<file path="config.mk">
export PLATFORM = sky130hd
export DESIGN_NAME = audio_i2s_transmitter_flat
export DESIGN_NICKNAME = d
export VERILOG_FILES = /design/src/rtl/audio_i2s_transmitter_if.sv /design/src/rtl/audio_i2s_transmitter.sv /design/src/flat_wrapper.sv
export SDC_FILE = /design/constraint.sdc
export NUM_CORES = 1
export LEC_CHECK = 0
export ABC_CLOCK_PERIOD_IN_PS = 3100
export CORE_ASPECT_RATIO = 0.75
export CORE_MARGIN = 2
export CORE_UTILIZATION = 59
export CTS_BUF_LIST = sky130_fd_sc_hd__clkbuf_4
export DETAILED_ROUTE_END_ITERATION = 7
export DONT_BUFFER_PORTS = 1
export PLACE_DENSITY_LB_ADDON = 0.1
export SLEW_MARGIN = 10
export SYNTH_ARGS = -nofsm -noshare
export SYNTH_HDL_FRONTEND = slang
export SYNTH_SLANG_ARGS = --single-unit
</file>
<file path="constraint.sdc">
create_clock -name clk -period 3.1 [get_ports clk]
set_input_delay 0.62 -clock clk [delete_from_list [all_inputs] [get_ports clk]]
set_output_delay 0.62 -clock clk [all_outputs]
set_load 0.03 [all_outputs]
</file>
<file path="src/rtl/audio_i2s_transmitter_if.sv">
// Ready/valid sample stream from the audio FIFO into the I2S transmitter.
interface audio_i2s_transmitter_if #(
  parameter int DATA_W = 16
);
  logic [DATA_W-1:0] sink_data;
  logic              sink_valid;
  logic              sink_ready;

  modport master (output sink_data, output sink_valid, input  sink_ready);
  modport slave  (input  sink_data, input  sink_valid, output sink_ready);
endinterface

</file>
<file path="src/rtl/audio_i2s_transmitter.sv">
// I2S transmitter: one-entry sample buffer feeding a BCLK/LRCLK/SDATA serializer that
// repeats each sample in both slots of a frame and flags underrun at frame start.
module audio_i2s_transmitter #(
  parameter int BCLK_DIV  = 8,
  parameter int SLOT_BITS = 32,
  parameter int DATA_W    = 16
)(
  input  logic                   clk,
  input  logic                   reset_n,
  input  logic                   enable,
  audio_i2s_transmitter_if.slave sink,
  output logic                   bclk,
  output logic                   lrclk,
  output logic                   sdata,
  output logic                   underrun,
  output logic [15:0]            underrun_count
);
  localparam int DW = $clog2(BCLK_DIV);
  localparam int KW = $clog2(SLOT_BITS);

  typedef enum logic {IDLE, RUN} state_t;
  state_t state;

  logic [DW-1:0]     div_cnt;
  logic [KW-1:0]     slot_bit;
  logic              started;
  logic              buf_full, ready_q;
  logic [DATA_W-1:0] buf_q, active;

  logic              hs, fall, frame_start, take, buf_full_next, nxt_lr, nxt_sd;
  logic [KW-1:0]     nxt_bit, bit_idx;
  logic [DATA_W-1:0] sh;

  assign sink.sink_ready = ready_q;

  // slot_bit/lrclk together form the frame bit counter; the first falling edge
  // after entering RUN lands on bit 0 rather than advancing.
  always_comb begin
    hs   = sink.sink_valid & ready_q;
    fall = (state == RUN) && enable && (div_cnt == DW'(BCLK_DIV - 1)) && bclk;
    if (!started) begin
      nxt_bit = '0;
      nxt_lr  = 1'b0;
    end else if (slot_bit == KW'(SLOT_BITS - 1)) begin
      nxt_bit = '0;
      nxt_lr  = ~lrclk;
    end else begin
      nxt_bit = slot_bit + 1'b1;
      nxt_lr  = lrclk;
    end
    frame_start   = fall && (nxt_bit == '0) && !nxt_lr;
    take          = frame_start && buf_full;
    buf_full_next = hs ? 1'b1 : (take ? 1'b0 : buf_full);
    // Slot bit 0 is the one-bit delay, so the active sample is stable whenever it is read.
    bit_idx = KW'(DATA_W) - nxt_bit;
    sh      = active >> bit_idx;
    nxt_sd  = (nxt_bit != '0) && (nxt_bit <= KW'(DATA_W)) && sh[0];
  end

  always_ff @(posedge clk or negedge reset_n) begin
    if (!reset_n) begin
      buf_full <= 1'b0;
      ready_q  <= 1'b0;
      buf_q    <= '0;
    end else begin
      buf_full <= buf_full_next;
      ready_q  <= !buf_full_next;
      if (hs) buf_q <= sink.sink_data;
    end
  end

  always_ff @(posedge clk or negedge reset_n) begin
    if (!reset_n) begin
      state          <= IDLE;
      bclk           <= 1'b0;
      lrclk          <= 1'b0;
      sdata          <= 1'b0;
      div_cnt        <= '0;
      slot_bit       <= '0;
      started        <= 1'b0;
      active         <= '0;
      underrun       <= 1'b0;
      underrun_count <= '0;
    end else begin
      underrun <= 1'b0;
      if (state == IDLE || !enable) begin
        // Idle or leaving RUN: pins low, frame restarts at left slot bit 0 next time.
        state    <= enable ? RUN : IDLE;
        bclk     <= 1'b0;
        lrclk    <= 1'b0;
        sdata    <= 1'b0;
        div_cnt  <= '0;
        slot_bit <= '0;
        started  <= 1'b0;
      end else begin
        if (div_cnt == DW'(BCLK_DIV - 1)) begin
          div_cnt <= '0;
          bclk    <= ~bclk;
        end else begin
          div_cnt <= div_cnt + 1'b1;
        end
        if (fall) begin
          slot_bit <= nxt_bit;
          lrclk    <= nxt_lr;
          started  <= 1'b1;
          sdata    <= nxt_sd;
          if (frame_start) begin
            if (buf_full) begin
              active <= buf_q;
            end else begin
              active   <= '0;
              underrun <= 1'b1;
              if (underrun_count != 16'hFFFF) underrun_count <= underrun_count + 1'b1;
            end
          end
        end
      end
    end
  end
endmodule

</file>
<file path="src/flat_wrapper.sv">
// flat-port wrapper written by rule: the top's interface ports become plain ports
module audio_i2s_transmitter_flat 
#(
  parameter int BCLK_DIV  = 8,
  parameter int SLOT_BITS = 32,
  parameter int DATA_W    = 16
)
  (clk, reset_n, enable, bclk, lrclk, sdata, underrun, underrun_count, sink_sink_data, sink_sink_valid, sink_sink_ready);
  audio_i2s_transmitter_if #(.DATA_W(DATA_W)) sink_i ();
  input  logic clk;
  input  logic reset_n;
  input  logic enable;
  output logic bclk;
  output logic lrclk;
  output logic sdata;
  output logic underrun;
  output logic [15:0] underrun_count;
  input wire logic [$bits(sink_i.sink_data)-1:0] sink_sink_data;
  input wire logic [$bits(sink_i.sink_valid)-1:0] sink_sink_valid;
  output wire logic [$bits(sink_i.sink_ready)-1:0] sink_sink_ready;
  assign sink_i.sink_data = sink_sink_data;
  assign sink_i.sink_valid = sink_sink_valid;
  assign sink_sink_ready = sink_i.sink_ready;
  audio_i2s_transmitter #(.BCLK_DIV(BCLK_DIV), .SLOT_BITS(SLOT_BITS), .DATA_W(DATA_W)) u_core (.clk(clk), .reset_n(reset_n), .enable(enable), .sink(sink_i), .bclk(bclk), .lrclk(lrclk), .sdata(sdata), .underrun(underrun), .underrun_count(underrun_count));
endmodule
</file>
### Word-level counts from Yosys, hierarchy flattened

Cells that the tools add are included.

* ROM bits: 0
* bits in latches: 0
* bits of input ports: 20
* register bits: 64
* logic and storage cells: 70
* memories kept: 0
* output and inout bits: 21
* memory bits (writable): 0

* bitwise gates (word level): 6
* $lt $le $gt $ge: 1
* mux-type cells: 24
* multiply operators: 0
* eq/ne operators: 3
* shift operators: 1
* $add $sub $neg: 4
* divide/modulo/power cells: 0
* reduce and logical (&&, ||, !) cells: 18

Operator list (number)
* 2-to-1 mux 5 bit: 4
* 2-to-1 mux 1 bit: 17
* adder 16 x 1 -> 16 bit, second input constant: 1
* 2-to-1 mux 16 bit: 1
* != test 16 bit, second input constant: 1
* right shift 16 x 5 -> 1 bit: 1
* logical AND 1 bit: 8
* 2-to-1 mux 3 bit: 2
* adder 5 x 1 -> 5 bit, second input constant: 1
* equality test 5 bit, second input constant: 1
* less-or-equal comparator 5 bit, second input constant: 1
* logical NOT 5 bit: 1
* inverter 1 bit: 5
* AND reduction 5 bit: 1
* nonzero test 5 bit: 1
* subtractor 5 bit, first input constant: 1
* nonzero test 2 bit: 2
* adder 3 x 1 -> 3 bit, second input constant: 1
* equality test 3 bit, second input constant: 1
* logical NOT 1 bit: 3
* AND reduction 3 bit: 1
* bitwise AND 1 bit: 1
* logical OR 1 bit: 1

### Depth between registers and ports, before layout

* word-level depth: 10
* mapped depth: 13
* depth with buffers taken out: 12

### Least setup slack after synthesis

No wires, ideal clock.

* path type: register -> register
* from: register u_core.slot_bit[0]
* to: register u_core.sdata
* arrival: 3.094 ns
* clock period less this slack: 3.215 ns
* library setup time: 0.122 ns
* buffers on the path: 1
* cell stages (with the launch flop): 11
* setup slack: -0.115 ns
* required time: 2.978 ns
* path through: dfrtp_1 ha_1 and3_1 ha_1 or3b_1 buf_2 ha_1 mux4_1 a21boi_0 a211o_1 a32o_1

* cells in the longest elaborated chain, start to end: 8
* elaborated cells between the ends (all ways): 12
* classes of those cells: 2 x add/sub; 1 x order compare; 1 x eq/ne; 1 x shift; 4 x mux; 3 x reduce/logical

RTL lines
* start: declaration: RTL line audio_i2s_transmitter.sv:25 `logic [KW-1:0] slot_bit;`
* start signal: assignment: RTL line audio_i2s_transmitter.sv:103 `slot_bit <= nxt_bit;`
* adder 5 x 1 -> 5 bit or equality test 5 bit (tied branches): RTL line audio_i2s_transmitter.sv:48, audio_i2s_transmitter.sv:44
* 2-to-1 mux 5 bit *: RTL line audio_i2s_transmitter.sv:44 `end else if (slot_bit == KW'(SLOT_BITS - 1)) begin`
* 2-to-1 mux 5 bit *: RTL line audio_i2s_transmitter.sv:41 `if (!started) begin`
* subtractor 5 bit, or another cell as far along: RTL line audio_i2s_transmitter.sv:55 `bit_idx = KW'(DATA_W) - nxt_bit;`
* right shift 16 x 5 -> 1 bit or logical AND 1 bit (tied branches): RTL line audio_i2s_transmitter.sv:56, audio_i2s_transmitter.sv:57
* logical AND 1 bit *: RTL line audio_i2s_transmitter.sv:57 `nxt_sd = (nxt_bit != '0) && (nxt_bit <= KW'(DATA_W)) && sh[0];`
* 2-to-1 mux 1 bit *: RTL line audio_i2s_transmitter.sv:102 `if (fall) begin`
* 2-to-1 mux 1 bit *: RTL line audio_i2s_transmitter.sv:86 `if (state == IDLE || !enable) begin`
* end signal: assignment: RTL line audio_i2s_transmitter.sv:106 `sdata <= nxt_sd;`
* end: declaration: RTL line audio_i2s_transmitter.sv:14 `output logic sdata,`

Mark *: on every way between the ends. The rest lies on a longest branch, timed or not. The select of a mux whose other input is x is not followed.
A chain may end at the register's enable or synchronous reset.

### Final worst setup path

Ends and elaborated chain as after synthesis.

==> impl_metrics.env <==
export IMPL_synth_top_family_by_area="simple AND/OR/NAND/NOR gates"
export IMPL_path_cells="ha_2 -> and3_1 -> ha_2 -> or3b_4 -> ha_4 -> buf_4 -> mux4_1 -> a21boi_0 -> nand4b_1 -> a32o_1"
export IMPL_grt_pass1_wl_um=9310
export IMPL_slowest_delay_ns=0.53
export IMPL_power_density_nw_per_um2=522
export IMPL_clock_latency_ns=0.40
export IMPL_syn_area_per_cell_um2=11.2
export IMPL_p_leak_nw=1.52
export IMPL_synth_flop_cell="dfrtp_1"
export IMPL_grt_pass1_vias=1883
export IMPL_rr_worst_depth=10
export IMPL_synth_cell_types=37
export IMPL_setup_viol=0
export IMPL_fin_nets=303
export IMPL_synth_xor_xnor_area_share=0.0561
export IMPL_status="finished, violations left"
export IMPL_drt_vias_per_instance=5.79
export IMPL_crit_required_ns=3.39
export IMPL_slew_violations=0
export IMPL_slowest_stage="mux4_1"
export IMPL_cts_tree="done"
export IMPL_antenna_left=0
export IMPL_fin_crit_sh=0.972
export IMPL_num_io_pins=41
export IMPL_drive_gt1_frac=0.200
export IMPL_path_class="reg2reg"
export IMPL_endpoint_kind="register"
export IMPL_gp_congestion=0.920
export IMPL_fin_crit_ns=3.01
export IMPL_wire_per_inst_um=16.0
export IMPL_drc=1
export IMPL_dpl_instance_area_um2=3070
export IMPL_io_buffers=0
export IMPL_utilization=0.673
export IMPL_synth_warnings=0
export IMPL_area_delta_synth_final_pct=10.5
export IMPL_synth_edf_count=0
export IMPL_drt_iter0_markers=108
export IMPL_grt_max_degree=65
export IMPL_antenna_found_initial=0
export IMPL_cts_sinks=64
export IMPL_wl_met2_um=2380
export IMPL_synthAdderAreaFrac=0.0295
export IMPL_layout_common_cells="64 x dfrtp_1, 52 x nand2_1, 23 x o21ai_0"
export IMPL_async_reset_ff_frac=1.00
export IMPL_antenna_cells=0
export IMPL_crit_path_start_kind="register"
export IMPL_fill_cells=391
export IMPL_stdcell_area_um2=3280
export IMPL_crit_top_cell="ha_2"
export IMPL_fp_dieH_um=65.4
export IMPL_ys_seq_elements=64
export IMPL_cts_made_buffers=9
export IMPL_cts_root_buf="clkbuf_4"
export IMPL_max_slew_worst_pin_slew_ns=0.684
export IMPL_hold_viol=0
export IMPL_start_util=0.609
export IMPL_rows=22
export IMPL_dieWidth_um=85.9
export IMPL_grt_usage=0.220
export IMPL_hp_class="in2async"
export IMPL_timing_rr_start="u_core.slot_bit[0]"
export IMPL_synthCells=265
export IMPL_synthesis_nets=292
export IMPL_synth_compound_area_frac=0.0877
export IMPL_r2r_end="u_core.sdata"
export IMPL_final_common_cell="dfrtp_1"
export IMPL_grt_ovfl_total=0
export IMPL_yosysSeqAreaShare=0.540
export IMPL_dr_wl_met3_um=346
export IMPL_path_clk_slew_ns=0.10
export IMPL_drtPass1Iterations=8
export IMPL_coreArea_um2=4870
export IMPL_skew_ns=0.0117
export IMPL_synth_cell_area_um2=2970
export IMPL_rrSetupSlack_ns=0.09
export IMPL_ir_drop_mv=0.383
export IMPL_crit_fanout=3
export IMPL_drt_met1_wl_um=2640
export IMPL_highest_layer="met4"
export IMPL_synthSimpleGateAreaFrac=0.169
export IMPL_vias=1968
export IMPL_muxShareOfSynthArea=0.100
export IMPL_cp_arrival_ns=3.30
export IMPL_dpl_hpwl_um=3860
export IMPL_drt_total_wl_um=5460
export IMPL_relSlewSlack=0.543
export IMPL_fmax_mhz=332
export IMPL_max_cap_violations=0
export IMPL_rsz0062_at_grt="no"
export IMPL_cts_max_level=3
export IMPL_clk_path_buf_depth=2
export IMPL_die_area_um2=5620
export IMPL_violations="design-rule violations"
## cell type report
type,instances,area (um^2),area share
tap,60,75.1,0.0229
clock inverter,4,70.1,0.0214
sequential,64,1600,0.488
multi-input combinational,188,1340,0.410
timing repair buffer,10,95.1,0.0290
inverter,3,11.3,0.00343
clock buffer,11,82.6,0.0252
## worst max path at each step
stage                       start  slack [ns]           end
2_1_floorplan  u_core.slot_bit[0]       0.009  u_core.sdata
3_3_place_gp   u_core.slot_bit[1]        0.11  u_core.sdata
3_5_place_dp   u_core.slot_bit[1]       -0.06  u_core.sdata
4_1_cts        u_core.slot_bit[0]        0.03  u_core.sdata
5_1_grt        u_core.slot_bit[0]       0.002  u_core.sdata
6_report       u_core.slot_bit[0]        0.09  u_core.sdata
## worst max-delay path, delay by kind of cell, from the launching register on
family,cells,cell delay [ns]
and+or+nand+nor,3,0.78
adders and majority gates,3,0.69
DFF,1,0.39
muxes,1,0.53
AOI/OAI and AO/OA,2,0.39
buffers and inverters,1,0.12
## stage by stage
step | worst slack [ns] | power (mW) | TNS [ns] | hold slack [ns] | std cells
after global placement | 0.111 | 1.09 | 0 | 0.326 | 322
after floorplan | 0.00930 | 1.07 | 0 | 0.324 | 265
final | 0.0880 | 1.71 | 0 | 0.0772 | 340
after detailed placement | -0.0644 | 1.10 | -0.0644 | 0.326 | 322
after global routing | 0.00152 | 1.80 | 0 | 0.0581 | 340
after CTS | 0.0349 | 1.74 | 0 | 0.0667 | 340
## timing repair
action | 4_1_cts | 5_1_grt
hold buffers | 1 | 0
resized for setup | 4 | 3
hold endpoints to repair | 64 | 0
cloned | 0 | 0
endpoints found under the setup margin | 1 | 1
pin swaps | 2 | 1
buffers inserted | 2 | 0
## flip-flops by register name (all words and copies together) (netlist names)
name                    count
u_core.active              16
u_core.buf_q               16
u_core.underrun_count      16
u_core.slot_bit             5
u_core.div_cnt              3
u_core.bclk                 1
u_core.buf_full             1
u_core.lrclk                1
u_core.sdata                1
u_core.sink.sink_ready      1
u_core.started              1
u_core.state                1
u_core.underrun             1
## logic make-up after synthesis
kind of cell             count (synthesis)
flip-flops                              64
XOR/XNOR                                19
buffers and inverters                   13
multiplexers                            21
AO/OA/AOI/OAI                           37
adder cells (fa/ha/maj)                  7
AND/OR/NAND/NOR                        104
## report_power, final
group          leakage [nW]  internal [mW]  switching (mW)
combinational         0.591         0.0792          0.0530
clock                0.0867          0.339           0.279
sequential            0.845          0.914          0.0486
## cell usage after synthesis (all sizes together), types with 2 or more instances
cell    count  area, um^2
and3        4        25.0
nor3b       2        15.0
clkbuf      7        26.3
and2        2        12.5
xnor2      12         105
o21ai      23         115
or3         4        25.0
xor2        7        61.3
nor3        4        25.0
mux2       17         191
buf         3        15.0
ha          7        87.6
mux4        4         105
nor2       10        37.5
o31ai       4        30.0
inv         3        11.3
nand4       8        50.1
nand3       9        45.0
dfrtp      64        1600
a21boi      3        22.5
nand2      53         199
## metal layers
| metal | vias to the layer above | track usage |
|---|---|---|
| li1 | 965 | - |
| met3 | 12 | 0.0930 |
| met1 | 948 | 0.310 |
| met5 | - | 0 |
| met2 | 43 | 0.315 |
| met4 | 0 | 0.0595 |
Note: power is estimated with default switching activity, not from simulation.
